$ cat src/rtl/alu_cmd_sequencer_if.sv
// Selector/operand bus between the command sequencer (master) and the 8-bit accumulator ALU (slave).
interface alu_cmd_sequencer_if #(
  parameter int WIDTH = 8
);
  logic [2:0]       in_selector;
  logic [6:0]       out_selector;
  logic [WIDTH-1:0] num1;
  logic [WIDTH-1:0] num2;
  logic [WIDTH-1:0] alu_result;
  logic [1:0]       alu_state;

  modport master (
    output in_selector,
    output out_selector,
    output num1,
    output num2,
    input  alu_result,
    input  alu_state
  );

  modport slave (
    input  in_selector,
    input  out_selector,
    input  num1,
    input  num2,
    output alu_result,
    output alu_state
  );
endinterface

$ cat src/rtl/alu_cmd_sequencer.sv
// Runs a small program of ALU instructions over the selector/operand bus and captures each result.
// Defining ALU_SEQ_STEP_EN adds a step input and a PAUSE state for single-stepping.
module alu_cmd_sequencer #(
  parameter int DEPTH = 8,
  parameter int WIDTH = 8
) (
  input  logic                     clk,
  input  logic                     rst,
  input  logic                     prog_we,
  input  logic [$clog2(DEPTH)-1:0] prog_addr,
  input  logic [2*WIDTH+4:0]       prog_data,
  input  logic                     start,
  input  logic                     clear,
`ifdef ALU_SEQ_STEP_EN
  input  logic                     step,
`endif
  alu_cmd_sequencer_if.master      alu,
  output logic [WIDTH-1:0]         result,
  output logic                     res_valid,
  output logic                     busy,
  output logic                     done,
  output logic                     err,
  output logic [$clog2(DEPTH)-1:0] pc
);
  localparam int AW = $clog2(DEPTH);
  localparam int IW = 2*WIDTH+5;
  localparam logic [2:0] OP_HALT     = 3'd7;
  localparam logic [2:0] SEL_PERSIST = 3'b100;
  localparam logic [2:0] SEL_RESET   = 3'b001;
  localparam logic [6:0] OSEL_AND    = 7'b1000000;

  typedef enum logic [2:0] {
    S_IDLE  = 3'd0,
    S_ISSUE = 3'd1,
    S_WAIT  = 3'd2,
    S_DONE  = 3'd3,
    S_ERROR = 3'd4
`ifdef ALU_SEQ_STEP_EN
    , S_PAUSE = 3'd5
`endif
  } state_e;

  function automatic logic [2:0] ld_onehot(input logic [1:0] mode);
    case (mode)
      2'd1:    ld_onehot = 3'b010;
      2'd2:    ld_onehot = 3'b001;
      default: ld_onehot = 3'b100;
    endcase
  endfunction

  function automatic logic [6:0] op_onehot(input logic [2:0] op);
    case (op)
      3'd0:    op_onehot = 7'b1000000;
      3'd1:    op_onehot = 7'b0100000;
      3'd2:    op_onehot = 7'b0010000;
      3'd3:    op_onehot = 7'b0001000;
      3'd4:    op_onehot = 7'b0000100;
      3'd5:    op_onehot = 7'b0000010;
      3'd6:    op_onehot = 7'b0000001;
      default: op_onehot = OSEL_AND;
    endcase
  endfunction

  state_e           state_q, state_d;
  logic [AW-1:0]    pc_q, pc_d;
  logic [WIDTH-1:0] result_q, result_d;
  logic             res_valid_q, res_valid_d;
  logic             busy_q, busy_d;
  logic             done_q, done_d;
  logic             err_q, err_d;
  logic [2:0]       in_sel_q, in_sel_d;
  logic [6:0]       out_sel_q, out_sel_d;
  logic [WIDTH-1:0] num1_q, num1_d;
  logic [WIDTH-1:0] num2_q, num2_d;

  logic [IW-1:0]    mem_q [DEPTH];
  logic             mem_we_s;
  logic [AW-1:0]    fetch_addr_s;
  logic [IW-1:0]    fetch_s;
  logic [2:0]       cur_op_s;

  assign mem_we_s = prog_we && (state_q == S_IDLE);
  assign cur_op_s = mem_q[pc_q][IW-3:IW-5];

  // Program store; writes accepted only while idle, contents survive reset.
  always_ff @(posedge clk) begin
    if (mem_we_s) begin
      mem_q[prog_addr] <= prog_data;
    end
  end

  // Instruction about to be issued, forwarding a same-cycle write so entry 0 is fresh at start.
  always_comb begin
    fetch_addr_s = '0;
    fetch_s      = '0;
    if (state_q == S_IDLE) begin
      fetch_addr_s = '0;
    end else begin
      fetch_addr_s = pc_q + AW'(1);
    end
    if (mem_we_s && (prog_addr == fetch_addr_s)) begin
      fetch_s = prog_data;
    end else begin
      fetch_s = mem_q[fetch_addr_s];
    end
  end

  // Next-state, program counter and result capture.
  always_comb begin
    state_d     = state_q;
    pc_d        = pc_q;
    result_d    = result_q;
    res_valid_d = 1'b0;
    out_sel_d   = out_sel_q;
    case (state_q)
      S_IDLE: begin
        if (start) begin
          state_d = S_ISSUE;
          pc_d    = '0;
        end else begin
          state_d = S_IDLE;
        end
      end
      S_ISSUE: begin
        if (cur_op_s == OP_HALT) begin
          state_d = S_DONE;
          // pc reports the last instruction that actually ran, not the HALT slot.
          if (pc_q == '0) begin
            pc_d = '0;
          end else begin
            pc_d = pc_q - AW'(1);
          end
        end else begin
          state_d   = S_WAIT;
          out_sel_d = op_onehot(cur_op_s);
        end
      end
      S_WAIT: begin
        if (alu.alu_state == 2'b11) begin
          state_d = S_ERROR;
        end else begin
          result_d    = alu.alu_result;
          res_valid_d = 1'b1;
          if (pc_q == AW'(DEPTH-1)) begin
            state_d = S_DONE;
          end else begin
`ifdef ALU_SEQ_STEP_EN
            state_d = S_PAUSE;
`else
            state_d = S_ISSUE;
            pc_d    = pc_q + AW'(1);
`endif
          end
        end
      end
      S_DONE: begin
        state_d = S_IDLE;
      end
      S_ERROR: begin
        if (clear) begin
          state_d = S_IDLE;
        end else begin
          state_d = S_ERROR;
        end
      end
`ifdef ALU_SEQ_STEP_EN
      S_PAUSE: begin
        if (step) begin
          state_d = S_ISSUE;
          pc_d    = pc_q + AW'(1);
        end else begin
          state_d = S_PAUSE;
        end
      end
`endif
      default: begin
        state_d = S_IDLE;
      end
    endcase
  end

  // Bus and status values for the cycle after the edge, derived from where the FSM is heading.
  always_comb begin
    in_sel_d = SEL_PERSIST;
    num1_d   = num1_q;
    num2_d   = num2_q;
    if ((state_d == S_ISSUE) && (fetch_s[IW-3:IW-5] != OP_HALT)) begin
      in_sel_d = ld_onehot(fetch_s[IW-1:IW-2]);
      num1_d   = fetch_s[2*WIDTH-1:WIDTH];
      num2_d   = fetch_s[WIDTH-1:0];
    end else begin
      in_sel_d = SEL_PERSIST;
      num1_d   = num1_q;
      num2_d   = num2_q;
    end
    busy_d = (state_d == S_ISSUE) || (state_d == S_WAIT);
    done_d = (state_d == S_DONE);
    err_d  = (state_d == S_ERROR);
  end

  // State and output registers; reset parks the ALU in its clear selection.
  always_ff @(posedge clk or negedge rst) begin
    if (!rst) begin
      state_q     <= S_IDLE;
      pc_q        <= '0;
      result_q    <= '0;
      res_valid_q <= 1'b0;
      busy_q      <= 1'b0;
      done_q      <= 1'b0;
      err_q       <= 1'b0;
      in_sel_q    <= SEL_RESET;
      out_sel_q   <= OSEL_AND;
      num1_q      <= '0;
      num2_q      <= '0;
    end else begin
      state_q     <= state_d;
      pc_q        <= pc_d;
      result_q    <= result_d;
      res_valid_q <= res_valid_d;
      busy_q      <= busy_d;
      done_q      <= done_d;
      err_q       <= err_d;
      in_sel_q    <= in_sel_d;
      out_sel_q   <= out_sel_d;
      num1_q      <= num1_d;
      num2_q      <= num2_d;
    end
  end

  assign alu.in_selector  = in_sel_q;
  assign alu.out_selector = out_sel_q;
  assign alu.num1         = num1_q;
  assign alu.num2         = num2_q;
  assign result           = result_q;
  assign res_valid        = res_valid_q;
  assign busy             = busy_q;
  assign done             = done_q;
  assign err              = err_q;
  assign pc               = pc_q;
endmodule
$ cat src/flat_wrapper.sv
// flat-port wrapper written by rule: the top's interface ports become plain ports
module alu_cmd_sequencer_flat 
#(
  parameter int DEPTH = 8,
  parameter int WIDTH = 8
)
  (clk, rst, prog_we, prog_addr, prog_data, start, clear, result, res_valid, busy, done, err, pc, alu_in_selector, alu_out_selector, alu_num1, alu_num2, alu_alu_result, alu_alu_state);
  alu_cmd_sequencer_if #(.WIDTH(WIDTH)) alu_i ();
  input  logic clk;
  input  logic rst;
  input  logic prog_we;
  input  logic [$clog2(DEPTH)-1:0] prog_addr;
  input  logic [2*WIDTH+4:0] prog_data;
  input  logic start;
  input  logic clear;
  output logic [WIDTH-1:0] result;
  output logic res_valid;
  output logic busy;
  output logic done;
  output logic err;
  output logic [$clog2(DEPTH)-1:0] pc;
  output wire logic [$bits(alu_i.in_selector)-1:0] alu_in_selector;
  output wire logic [$bits(alu_i.out_selector)-1:0] alu_out_selector;
  output wire logic [$bits(alu_i.num1)-1:0] alu_num1;
  output wire logic [$bits(alu_i.num2)-1:0] alu_num2;
  input wire logic [$bits(alu_i.alu_result)-1:0] alu_alu_result;
  input wire logic [$bits(alu_i.alu_state)-1:0] alu_alu_state;
  assign alu_in_selector = alu_i.in_selector;
  assign alu_out_selector = alu_i.out_selector;
  assign alu_num1 = alu_i.num1;
  assign alu_num2 = alu_i.num2;
  assign alu_i.alu_result = alu_alu_result;
  assign alu_i.alu_state = alu_alu_state;
  alu_cmd_sequencer #(.DEPTH(DEPTH), .WIDTH(WIDTH)) u_core (.clk(clk), .rst(rst), .prog_we(prog_we), .prog_addr(prog_addr), .prog_data(prog_data), .start(start), .clear(clear), .alu(alu_i), .result(result), .res_valid(res_valid), .busy(busy), .done(done), .err(err), .pc(pc));
endmodule
$ cat config.mk
export PLATFORM = sky130hd
export DESIGN_NAME = alu_cmd_sequencer_flat
export DESIGN_NICKNAME = d
export VERILOG_FILES = /design/src/rtl/alu_cmd_sequencer_if.sv /design/src/rtl/alu_cmd_sequencer.sv /design/src/flat_wrapper.sv
export SDC_FILE = /design/constraint.sdc
export NUM_CORES = 1
export LEC_CHECK = 0
export BUFFER_PORTS_ARGS = -buffer_cell sky130_fd_sc_hd__buf_2
export CORE_MARGIN = 2
export CORE_UTILIZATION = 53
export CTS_CLUSTER_DIAMETER = 200
export DETAILED_ROUTE_END_ITERATION = 8
export PLACE_DENSITY = 0.75
export SETUP_SLACK_MARGIN = 0.3
export SYNTH_ARGS = -nofsm -noshare
export SYNTH_HDL_FRONTEND = slang
export SYNTH_SLANG_ARGS = --single-unit
$ cat constraint.sdc
create_clock -name clk -period 3.3 [get_ports clk]
set_input_delay 0.825 -clock clk [delete_from_list [all_inputs] [get_ports clk]]
set_output_delay 0.825 -clock clk [all_outputs]
set_load 0.02 [all_outputs]
==> results by group, run 1 <==
Critical path
  • Worst-path maximum fanout: 10
  • Critical Setup Path Class: reg -> reg
  • Endpoint class of the critical path: flop
  • Peak per-stage delay on the critical path: 0.51 ns
  • Sort of element at the start of the critical path: flop
  • Crit path max-delay cell type: sky130_fd_sc_hd__nand3_1
  • WP data arrival: 3.16 ns
  • Crit-path cells: clkinv_1 -> ha_1 -> o31ai_4 -> nand3_1 -> buf_4 -> nor2_1 -> a21oi_1 -> o221ai_1 -> mux2_4
  • Required @ worst endpoint: 3.69 ns

Global route
  • First-pass GRT wire length: 29900 µm
  • Total routing resource utilization after global routing: 21.5%
  • Number of antenna violations at the first check in global routing: 1
  • Number of global-route vias before repair: 5627
  • Maximum number of pins on one net before global-route repair: 63
  • GR Overflow Total: 0

CTS
  • Cell at the root of the clock tree: sky130_fd_sc_hd__clkbuf_16
  • Number of buffers inserted during clock tree synthesis: 22
  • H-tree level count: 1
  • Clock-pin slew of the registers on the worst-case setup and hold paths: 0.06 ns
  • Worst skew pair latency: 0.51 ns
  • Clock sink total: 212
  • Deepest clock path buffer count: 3
  • CTS tree: yes

Logic synthesis
  • Post-synth EDFFs: 168
  • Commonest cells in the synthesized netlist: 168 x sky130_fd_sc_hd__edfxtp_1, 52 x sky130_fd_sc_hd__nor2_1, 42 x sky130_fd_sc_hd__a21oi_1, 42 x sky130_fd_sc_hd__dfrtp_1, 41 x sky130_fd_sc_hd__mux2i_1
  • Top cell type by total area after synthesis: sky130_fd_sc_hd__edfxtp_1
  • Mapped Avg Cell Area: 14.6 µm²
  • Post-synthesis cell area: 8840 µm²
  • Synth Register Bits: 212
  • Post-synth top flop: sky130_fd_sc_hd__edfxtp_1
  • Async S/R FF share, synth: 20.8%
  • Share of Yosys cell area claimed by the top area cell type: 57.1%
  • Share of the yosys chip area belonging to registers: 69.6%
  • Library cell with the highest instance count after synthesis: sky130_fd_sc_hd__edfxtp_1
  • Cell count after synthesis: 605
  • Synth warn: 0
  • Synth cell types: 56
  • Top area cells in the synthesized netlist: sky130_fd_sc_hd__edfxtp_1 57%, sky130_fd_sc_hd__dfrtp_1 12%, sky130_fd_sc_hd__mux2i_1 4.6%
  • Number of nets in the synthesized netlist: 651

Final layout
  • Multi-input gate area: 2510 µm²
  • Area Overhead vs Synth: 16.5%
  • Number of diodes added for antenna fixing: 0
  • Post-route cell area: 10300 µm²
  • Final core utilization: 62.5%
  • Seq. cell area: 6150 µm²
  • Fin nets: 744
  • Share of cells above drive strength 1: 27.2%
  • Filler instances: 1224
  • Post-Layout Cell Count: 934

Run
  • Number of max-capacitance violations reported: 0

STA
  • Clock skew: 0.0150 ns
  • Clock period minus final worst setup slack: 2.77 ns
  • Worst rel slew slack: 53.4%
  • Number of setup violations in the final report: 0
  • Ratio of final minimum period to clock period: 84.0%
  • Final sum of negative setup slack: 0 ns
  • Final Hold Vio Count: 0
  • Final-report max-slew violation count: 0
  • Hold slack final: 0.340 ns
  • Least setup slack across all paths after layout: 0.529 ns
  • Achievable frequency: 361 MHz
  • Transition time at the pin with the least slew margin: 0.697 ns
  • RSZ-0062 raised after global routing: false

Detailed routing
  • Detailed Route Iter0 Violations: 481
  • Overall routed net length: 19000 µm
  • Post-route DRC: 0
  • First-pass DRT Iterations: 5
  • Mean routed wirelength per cell: 20.4 µm
  • Via count: 5488
  • Number of vias per cell after detailed routing: 5.88
  • DRT antenna net count: 0

Die
  • Total die area: 17700 µm²
  • Core ar.: 16500 µm²
  • Height of the chip: 133 µm
  • Die outline width: 133 µm
  • Count of pins on the block boundary: 80
  • Effective utilization at floorplan: 53.7%
  • Core Rows: 47

Placement
  • RePlAce Congestion: 0.819
  • HPWL after detailed placement: 11500 µm
  • Port Buffers: 79
  • Instance area after placement: 9510 µm²
  • Instance count after placement with tap cells included: 889
  • Pre-CTS WS: 0.372 ns

Pwr
  • Overall power of the completed layout: 8.64 mW
  • Leak Pwr: 3.82 nW
  • P per Cell Area: 839 nW/µm²
  • Maximum ir drop on the vdd rail: 0.000455 V

Run status
  • Run status: finished clean

Hold path
  • Classification of the worst-slack hold path: in -> async
where the power goes:
group,internal (mW),switching [mW],leakage [nW],total (mW)
clock network,1.54,0.997,0.364,2.54
logic,1.11,1.58,1.40,2.69
registers,3.21,0.195,2.06,3.41
logic make-up (layout without fill, tap and decap cells):
logic type      Yosys count  after routing  synth area share, %
flops                   212            212                 69.6
simple gates            165            165                 8.99
compound gates          102            102                 7.59
mux                      78             78                 10.5
buf+inv                  41            150                 2.41
fa+ha+maj                 7              7                0.991
area by class of cell:
| cell class | instances | share of cell area (%) |
|---|---|---|
| well taps | 220 | 2.67 |
| flip-flops and latches | 212 | 59.7 |
| clock buffers | 26 | 5.49 |
| repair buffers | 103 | 5.71 |
| inverters | 7 | 0.255 |
| multi-input cells | 352 | 24.4 |
| clock inverters | 14 | 1.75 |
layout by cell type (no fill, tap or decap), types with 6 or more instances in the layout:
master	instances
sky130_fd_sc_hd__nor2_1	46
sky130_fd_sc_hd__buf_2	79
sky130_fd_sc_hd__clkbuf_16	22
sky130_fd_sc_hd__nor3_1	35
sky130_fd_sc_hd__o21ai_0	18
sky130_fd_sc_hd__nor2_2	6
sky130_fd_sc_hd__mux2_4	7
sky130_fd_sc_hd__mux2_2	25
sky130_fd_sc_hd__nand3_1	11
sky130_fd_sc_hd__mux2i_1	41
sky130_fd_sc_hd__dfrtp_1	41
sky130_fd_sc_hd__ha_1	7
sky130_fd_sc_hd__buf_4	23
sky130_fd_sc_hd__o221ai_1	15
sky130_fd_sc_hd__a21oi_1	42
sky130_fd_sc_hd__nand2_1	39
sky130_fd_sc_hd__edfxtp_1	168
worst max-delay path: cells and delay by family (launching register included):
kind                     cells  cell delay [ns]
AND/OR/NAND/NOR              2             0.56
buffers and inverters        2             0.50
flip-flops                   1             0.45
AO/OA/AOI/OAI                3             0.45
adder cells (fa/ha/maj)      1             0.42
multiplexers                 1             0.30
flip-flops by register name, indices dropped and copies added (netlist names), 3 cells and up:
signal,count
u_core.alu.num1,8
u_core.state_q,3
u_core.mem_q,168
u_core.alu.in_selector,3
u_core.alu.out_selector,7
u_core.alu.num2,8
u_core.pc,3
u_core.result,8
final timing paths:
path | startpoint | to | slack [ns] | cells after the start
worst max-delay path | u_core.pc[1] | u_core.alu.num2[1] | 0.53 | 9
worst min-delay path | rst | u_core.alu.num2[7] | 0.34 | 1
worst max register to register | u_core.pc[1] | u_core.alu.num2[1] | 0.53 | 9
worst min register to register | u_core.alu.out_selector[2] | u_core.alu.out_selector[2] | 0.47 | 2
max in group asynchronous | rst | u_core.alu.in_selector[0] | 2.16 | 2
min in group clk | u_core.alu.out_selector[2] | u_core.alu.out_selector[2] | 0.47 | 2
routing by layer:
| layer | global-route usage, % | share of wire (%) |
|---|---|---|
| met1 | 29.1 | 41 |
| met2 | 35.7 | 49 |
| met3 | 4.26 | 7.2 |
| met4 | 6.97 | 2.8 |
| met5 | 0 | 0.068 |
timing repair:
item / CTS / global route
setup endpoints to repair: 0 / 7
hold buffers: 0 / 0
buffers inserted: 0 / 5
resized for setup: 0 / 1
(Power assumes the default switching activity.)
==> inputs of run 2 (changes only) <==
clock period = 2.25 ns   (was 3.3 ns; I/O delays follow)
==> run 2 against run 1 <==
The run now ends with setup timing left. Final area up 11%. Sequential cell count unchanged. Largest power group is now combinational logic. Clock power up 58%. Hold slack worse by 0.17 ns. Core utilization up 7.1 points. First-iteration DRC count up 26%. Via count up 8.3%. Total power up 65%. Non-clock buffer count up 66. Worst setup slack worse by 0.59 ns. Fmax up 20%. Die area unchanged. Critical path type unchanged.
==> results by group, run 2 (synthesized netlist as in run 1, its figures left out) <==
Critical path
  • Launch point of the worst reg-to-reg path: u_core.pc[0]
  • Required @ worst endpoint: 2.64 ns (-1.05 ns)
  • Sort of element at the start of the critical path: flop
  • Critical Setup Path Class: reg -> reg
  • Worst-path maximum fanout: 6 (-4)
  • WP data arrival: 2.70 ns (-0.46 ns)
  • End of the worst register-to-register path: u_core.alu.in_selector[2]
  • Crit-path cells: buf_12 -> inv_8 -> ha_4 -> buf_6 -> buf_4 -> a221oi_2 -> nor3_1 -> a21o_1 -> ha_2 -> or2_4
  • FF-to-FF path depth: 10 (+1)
  • Endpoint class of the critical path: flop
  • Peak per-stage delay on the critical path: 0.47 ns (-0.04 ns)
  • Crit path max-delay cell type: sky130_fd_sc_hd__dfrtp_2
  • Slack of the worst reg-to-reg path: -0.06 ns (-0.59 ns)

Pwr
  • Cell-internal power: 9.73 mW (+66%)
  • Leak Pwr: 4.35 nW (+14%)
  • Comb pwr share: 37.1% (+5.9 points)
  • Net Switching: 4.56 mW (+64%)
  • Proportion of total power due to net switching: 31.9% (-0.21 points)
  • P per Cell Area: 1250 nW/µm² (+49%)
  • Overall power of the completed layout: 14.3 mW (+65%)
  • Sequential share of power: 34.7% (-4.7 points)
  • Maximum ir drop on the vdd rail: 0.000757 V (+66%)
  • Clock network fraction of design power: 28.1% (-1.3 points)

Final layout
  • Filler instances: 1075 (-12%)
  • Commonest cells after routing, fill and taps aside: 168 x sky130_fd_sc_hd__edfxtp_1, 78 x sky130_fd_sc_hd__buf_2, 52 x sky130_fd_sc_hd__buf_4
  • Area Overhead vs Synth: 29.7%
  • Number of flip-flops under the largest register name: 168 (unchanged)
  • Fin nets: 811 (+9.0%)
  • Post-route cell area: 11500 µm² (+11%)
  • Top reg by flops: u_core.mem_q
  • Seq. cell area: 6150 µm² (about the same)
  • Multi-input gate area: 2730 µm² (+8.8%)
  • Post-Layout Cell Count: 1002 (+7.3%)
  • Leading cell type in the layout, fill and taps excluded: sky130_fd_sc_hd__edfxtp_1
  • Share of cells above drive strength 1: 38.9% (+12 points)
  • Number of diodes added for antenna fixing: 0 (unchanged)

STA
  • RSZ-0062 raised after global routing: true
  • Least setup slack across all paths after layout: -0.0590 ns (-0.588 ns)
  • Final Hold Vio Count: 0 (unchanged)
  • Transition time at the pin with the least slew margin: 0.644 ns (-0.0530 ns)
  • Number of setup violations in the final report: 2 (+2)
  • Ratio of final minimum period to clock period: 103% (+19 points)
  • Clock skew: 0.0136 ns (-0.00136 ns)
  • Final-report max-slew violation count: 0 (unchanged)
  • Achievable frequency: 433 MHz (+20%)
  • Worst rel slew slack: 57.1% (+3.6 points)
  • Clock period minus final worst setup slack: 2.31 ns (-0.462 ns)

Die
  • Core Rows: 47 (unchanged)
  • Effective utilization at floorplan: 53.7% (unchanged)
  • Count of pins on the block boundary: 80 (unchanged)
  • Die outline width: 133 µm (unchanged)
  • Total die area: 17700 µm² (unchanged)
  • Height of the chip: 133 µm (unchanged)
  • Core ar.: 16500 µm² (unchanged)

Placement
  • RePlAce Congestion: 0.890 (+8.7%)
  • Port Buffers: 79 (unchanged)
  • Instance area after placement: 9970 µm² (+4.9%)
  • Pre-CTS WS: -0.0911 ns (-0.464 ns)
  • Instance count after placement with tap cells included: 924 (+3.9%)
  • HPWL after detailed placement: 12200 µm (+5.8%)

Global route
  • Number of antenna violations at the first check in global routing: 0 (-1)
  • First-pass GRT wire length: 31100 µm (+4.2%)
  • Total routing resource utilization after global routing: 22.5% (+0.96 points)
  • Number of global-route vias before repair: 5706 (+1.4%)
  • GR Overflow Total: 0 (unchanged)
  • Maximum number of pins on one net before global-route repair: 45 (-29%)

Detailed routing
  • Via count: 5944 (+8.3%)
  • First-pass DRT Iterations: 5 (unchanged)
  • Detailed Route Iter0 Violations: 604 (+26%)
  • Number of vias per cell after detailed routing: 5.93 (+0.96%)
  • Met2 routed WL: 10900 µm (+18%)
  • DRT antenna net count: 0 (unchanged)
  • Overall routed net length: 21800 µm (+15%)
  • Routed length on met3: 1430 µm (+3.8%)
  • Mean routed wirelength per cell: 21.7 µm (+6.8%)
  • Top routing layer in use: met4
  • Routed met1 length: 8800 µm (+12%)
  • Post-route DRC: 0 (unchanged)

CTS
  • Cell at the root of the clock tree: sky130_fd_sc_hd__clkbuf_16
  • Number of buffers inserted during clock tree synthesis: 23 (+4.5%)
  • Hold buffer count at cts: 0 (unchanged)
  • Worst skew pair latency: 0.51 ns (about the same)
  • H-tree level count: 1 (unchanged)
  • Clock-pin slew of the registers on the worst-case setup and hold paths: 0.07 ns (about the same)
  • CTS tree: yes
  • Clock sink total: 212 (unchanged)
  • Deepest clock path buffer count: 3 (unchanged)

Run status
  • Failing checks: setup timing
  • Run status: finished, violations left

Hold path
  • Classification of the worst-slack hold path: in -> async

Run
  • Number of max-capacitance violations reported: 0 (unchanged)
run 2: cell types whose count changed in the layout (fill, tap and decap cells not counted), sizes merged:
cell    delta
clkinv     -5
clkbuf    +11
buf       +59
inv        +3
run 2: how the worst max path moves through the flow:
stage / start / to / slack (ns) / cells past startpoint
after global routing: u_core.pc[0] / u_core.alu.in_selector[2] / -0.12 / 10
after CTS: u_core.pc[0] / u_core.alu.num2[3] / 0.02 / 10
after detailed placement: u_core.pc[0] / u_core.alu.num2[3] / -0.09 / 8
final: u_core.pc[0] / u_core.alu.in_selector[2] / -0.06 / 10
after floorplan: u_core.pc[0] / u_core.alu.in_selector[2] / -0.17 / 11
after global placement: u_core.state_q[2] / u_core.alu.num1[0] / -0.02 / 7
run 2: layer usage:
metal  vias up  global-route usage (%)
met1      2984                    30.4
met2       264                    37.5
met3        57                    3.88
li1       2639                       -
met4         0                    7.57
met5         -                       0
run 2: cell type report:
cell class | instances | area share [%]
Sequential cell | 212 | 53.7
Multi-Input combinational cell | 352 | 23.9
Clock inverter | 12 | 1.52
Timing Repair Buffer | 169 | 12.5
Tap cell | 220 | 2.40
Inverter | 7 | 0.306
Clock buffer | 30 | 5.69
run 2: power by group through the flow:
stage,clock network [mW],logic (mW),registers [mW]
floorplan,0,2.67,5.34
global placement,0,4.27,5.00
detailed placement,0,4.40,5.01
CTS,4.05,4.56,4.94
global route,4.24,5.65,5.01
finish,4.02,5.31,4.97
run 2: critical path, delay by kind of cell, from the launching register on:
| kind | cells | cell delay (ns) |
|---|---|---|
| buffers and inverters | 4 | 0.51 |
| adders and majority gates | 2 | 0.48 |
| DFF | 1 | 0.47 |
| AOI/OAI and AO/OA | 2 | 0.42 |
| and+or+nand+nor | 2 | 0.31 |
run 2: what timing repair did:
action                     CTS  global route
setup endpoints to repair   34           173
gates cloned                 0             8
hold endpoints to repair     0             0
buffers inserted             6            22
pin swaps                    3            17
gates resized for setup     16            59
run 2: per-stage QoR:
step	TNS (ns)	utilization (%)	hold WS (ns)
final	-0.0752	69.6	0.168
after global routing	-0.443	69.6	0.210
after CTS	0	66.2	0.170
after detailed placement	-0.805	60.6	0.471
after global placement	-0.0612	60.6	0.459
after floorplan	-1.17	-	0.267
==> inputs of run 3 (changes only) <==
CORE_MARGIN = not set   (was 2)
SLEW_MARGIN = 5   (was not set)
==> run 3 against run 2 <==
Sequential cell count did not move. Cell count shrank 2.6%. Clock power shrank 13%. The run still ends with setup timing left. Non-clock buffer count fell by 21. Final area shrank 3.1%. Clock-buffer cell count shrank 2. Critical path type unchanged. Fmax decreased by 1.5%. Total power shrank 4.0%. Largest cell class unchanged. Sequential share of layout area rose by 1.7 points. Combinational power barely moved.
==> results by group, run 3 (synthesized netlist as in run 1, its figures left out) <==
Run status
  • Run status: finished, violations left
  • Failing checks: setup timing

Critical path
  • Crit path max-delay cell type: sky130_fd_sc_hd__dfrtp_1
  • Sort of element at the start of the critical path: flop
  • Crit-path cells: nor3_4 -> nor2_4 -> mux2_4 -> a221oi_4 -> nor3_4 -> a21oi_2 -> ha_4 -> or2_4
  • Crit path capture: u_core.alu.in_selector[2]
  • WP data arrival: 2.74 ns (+0.04 ns)
  • Required @ worst endpoint: 2.64 ns (about the same)
  • Cell mode on critical path: sky130_fd_sc_hd__nor3_4
  • Startpoint of the most critical setup path: u_core.state_q[2]
  • Peak per-stage delay on the critical path: 0.46 ns (about the same)
  • Launch point of the worst reg-to-reg path: u_core.state_q[2]
  • Total number of cells along the worst setup path: 8 (-2)
  • FF-to-FF path depth: 8 (-2)
  • Dominant delay contributor by cell family on the critical path: simple AND/OR/NAND/NOR gates
  • Slack of the worst reg-to-reg path: -0.09 ns (-0.04 ns)
  • End of the worst register-to-register path: u_core.alu.in_selector[2]
  • Critical Setup Path Class: reg -> reg
  • Combined buffer and inverter count along the critical path: 0 (-4)
  • Endpoint class of the critical path: flop
  • Worst-path maximum fanout: 4 (-2)

Global route
  • Total routing resource utilization after global routing: 23.5% (+1.0 points)
  • Number of global-route vias before repair: 5915 (+3.7%)
  • Maximum number of pins on one net before global-route repair: 35 (-22%)
  • GR Overflow Total: 0 (unchanged)
  • First-pass GRT wire length: 31500 µm (+1.1%)
  • Number of antenna violations at the first check in global routing: 1 (+1)

STA
  • Achievable frequency: 427 MHz (-1.5%)
  • Final Hold Vio Count: 0 (unchanged)
  • Worst rel slew slack: 55.7% (-1.3 points)
  • Least setup slack across all paths after layout: -0.0944 ns (-0.0353 ns)
  • Transition time at the pin with the least slew margin: 0.664 ns (+0.0199 ns)
  • Final sum of negative setup slack: -0.139 ns (-0.0642 ns)
  • Final-report max-slew violation count: 0 (unchanged)
  • Clock skew: 0.0214 ns (+0.00777 ns)
  • Ratio of final minimum period to clock period: 104% (+1.6 points)
  • Clock period minus final worst setup slack: 2.34 ns (+0.0353 ns)
  • RSZ-0062 raised after global routing: true
  • Hold slack final: 0.0921 ns (-0.0763 ns)
  • Number of setup violations in the final report: 6 (+4)

Detailed routing
  • DRT antenna net count: 0 (unchanged)
  • First-pass DRT Iterations: 5 (unchanged)
  • Number of vias per cell after detailed routing: 5.91 (-0.31%)
  • Detailed Route Iter0 Violations: 482 (-20%)
  • Overall routed net length: 20900 µm (-4.2%)
  • Top routing layer in use: met4
  • Mean routed wirelength per cell: 21.4 µm (-1.7%)
  • Routed met1 length: 8450 µm (-4.0%)
  • Met2 routed WL: 10200 µm (-6.2%)
  • Routed length on met3: 1480 µm (+3.4%)
  • Post-route DRC: 0 (unchanged)
  • Via count: 5772 (-2.9%)

CTS
  • Worst skew pair latency: 0.52 ns (about the same)
  • Number of buffers inserted during clock tree synthesis: 22 (-4.3%)
  • Hold buffer count at cts: 0 (unchanged)
  • Deepest clock path buffer count: 3 (unchanged)
  • Clock-pin slew of the registers on the worst-case setup and hold paths: 0.06 ns (about the same)
  • Clock sink total: 212 (unchanged)
  • H-tree level count: 1 (unchanged)
  • CTS tree: yes
  • Cell at the root of the clock tree: sky130_fd_sc_hd__clkbuf_16

Final layout
  • Number of flip-flops under the largest register name: 168 (unchanged)
  • Share of cells above drive strength 1: 35.8% (-3.0 points)
  • Commonest cells after routing, fill and taps aside: 168 x sky130_fd_sc_hd__edfxtp_1, 79 x sky130_fd_sc_hd__buf_2, 45 x sky130_fd_sc_hd__nor2_1
  • Top reg by flops: u_core.mem_q
  • Area Overhead vs Synth: 25.6%
  • Fin nets: 789 (-2.7%)
  • Leading cell type in the layout, fill and taps excluded: sky130_fd_sc_hd__edfxtp_1

Die
  • Total die area: 17200 µm² (-3.0%)
  • Core ar.: 16100 µm² (-2.5%)
  • Core Rows: 46 (-2.1%)
  • Height of the chip: 131 µm (-1.5%)
  • Die outline width: 131 µm (-1.5%)
  • Effective utilization at floorplan: 55.0% (+1.4 points)
  • Count of pins on the block boundary: 80 (unchanged)

Pwr
  • Leak Pwr: 4.17 nW (-4.1%)
  • Maximum ir drop on the vdd rail: 0.000877 V (+16%)
  • P per Cell Area: 1240 nW/µm² (-0.93%)

Run
  • Number of max-capacitance violations reported: 0 (unchanged)

Placement
  • RePlAce Congestion: 0.877 (-1.4%)
  • HPWL after detailed placement: 12200 µm (+0.50%)
  • Port Buffers: 79 (unchanged)

Hold path
  • Classification of the worst-slack hold path: in -> async
[run 3: cell types whose count changed in the layout (fill, tap and decap cells not counted), moves of 3 or more]
cell                        before  now
sky130_fd_sc_hd__clkbuf_16      30   24
sky130_fd_sc_hd__clkinv_1        0    3
sky130_fd_sc_hd__bufinv_16       4    1
sky130_fd_sc_hd__buf_4          52   43
sky130_fd_sc_hd__mux2_2         22   15
sky130_fd_sc_hd__mux2_4         10   17
sky130_fd_sc_hd__buf_6          17    9
sky130_fd_sc_hd__nand2_1        36   39
[run 3: cell type report]
cell class | count | area [µm²]
Antenna cell | 1 | 2.50
Clock buffer | 28 | 603
Clock inverter | 12 | 98.8
Fill cell | 1068 | 4950
Inverter | 7 | 32.5
Multi-Input combinational cell | 352 | 2770
Sequential cell | 212 | 6150
Tap cell | 216 | 270
Timing Repair Buffer | 148 | 1180
[run 3: repair_timing]
action	in CTS	in global routing
gates resized for setup	20	41
buffers inserted	10	7
gates cloned	1	2
endpoints found under the setup margin	140	183
pin swaps	6	11
hold endpoints to repair	0	0
[run 3: worst min path at each step]
stage	startpoint	to	slack, ns
2_1_floorplan	rst	u_core.alu.in_selector[1]	0.27
3_3_place_gp	u_core.alu.out_selector[0]	u_core.alu.out_selector[0]	0.46
3_5_place_dp	u_core.alu.out_selector[2]	u_core.alu.out_selector[2]	0.47
4_1_cts	rst	u_core.alu.out_selector[2]	0.10
5_1_grt	rst	u_core.alu.out_selector[2]	0.14
6_report	rst	u_core.alu.out_selector[2]	0.09
[run 3: stage by stage]
stage          total power [mW]  setup WS (ns)  cells  instance area, µm²  utilization [%]
6_report                   13.7        -0.0944    976               11100             69.1
5_1_grt                    14.2         -0.144    975               11100             69.1
4_1_cts                    13.1         0.0439    966               10900             67.6
3_5_place_dp               9.39         -0.115    915                9950             62.0
3_3_place_gp               9.22       0.000232    915                9950             62.0
2_1_floorplan              8.02         -0.171    605                9000                -
[run 3: report_power, final]
group	internal, mW	switching (mW)	total [mW]
sequential	4.72	0.242	4.96
combinational	2.45	2.83	5.28
clock	2.02	1.46	3.48
total	9.19	4.53	13.7
[run 3: metal layers]
metal / vias to the layer above / GRT usage (%)
li1: 2581 / -
met4: 0 / 8.82
met5: - / 0
met3: 55 / 4.44
met2: 262 / 39.4
met1: 2874 / 30.5
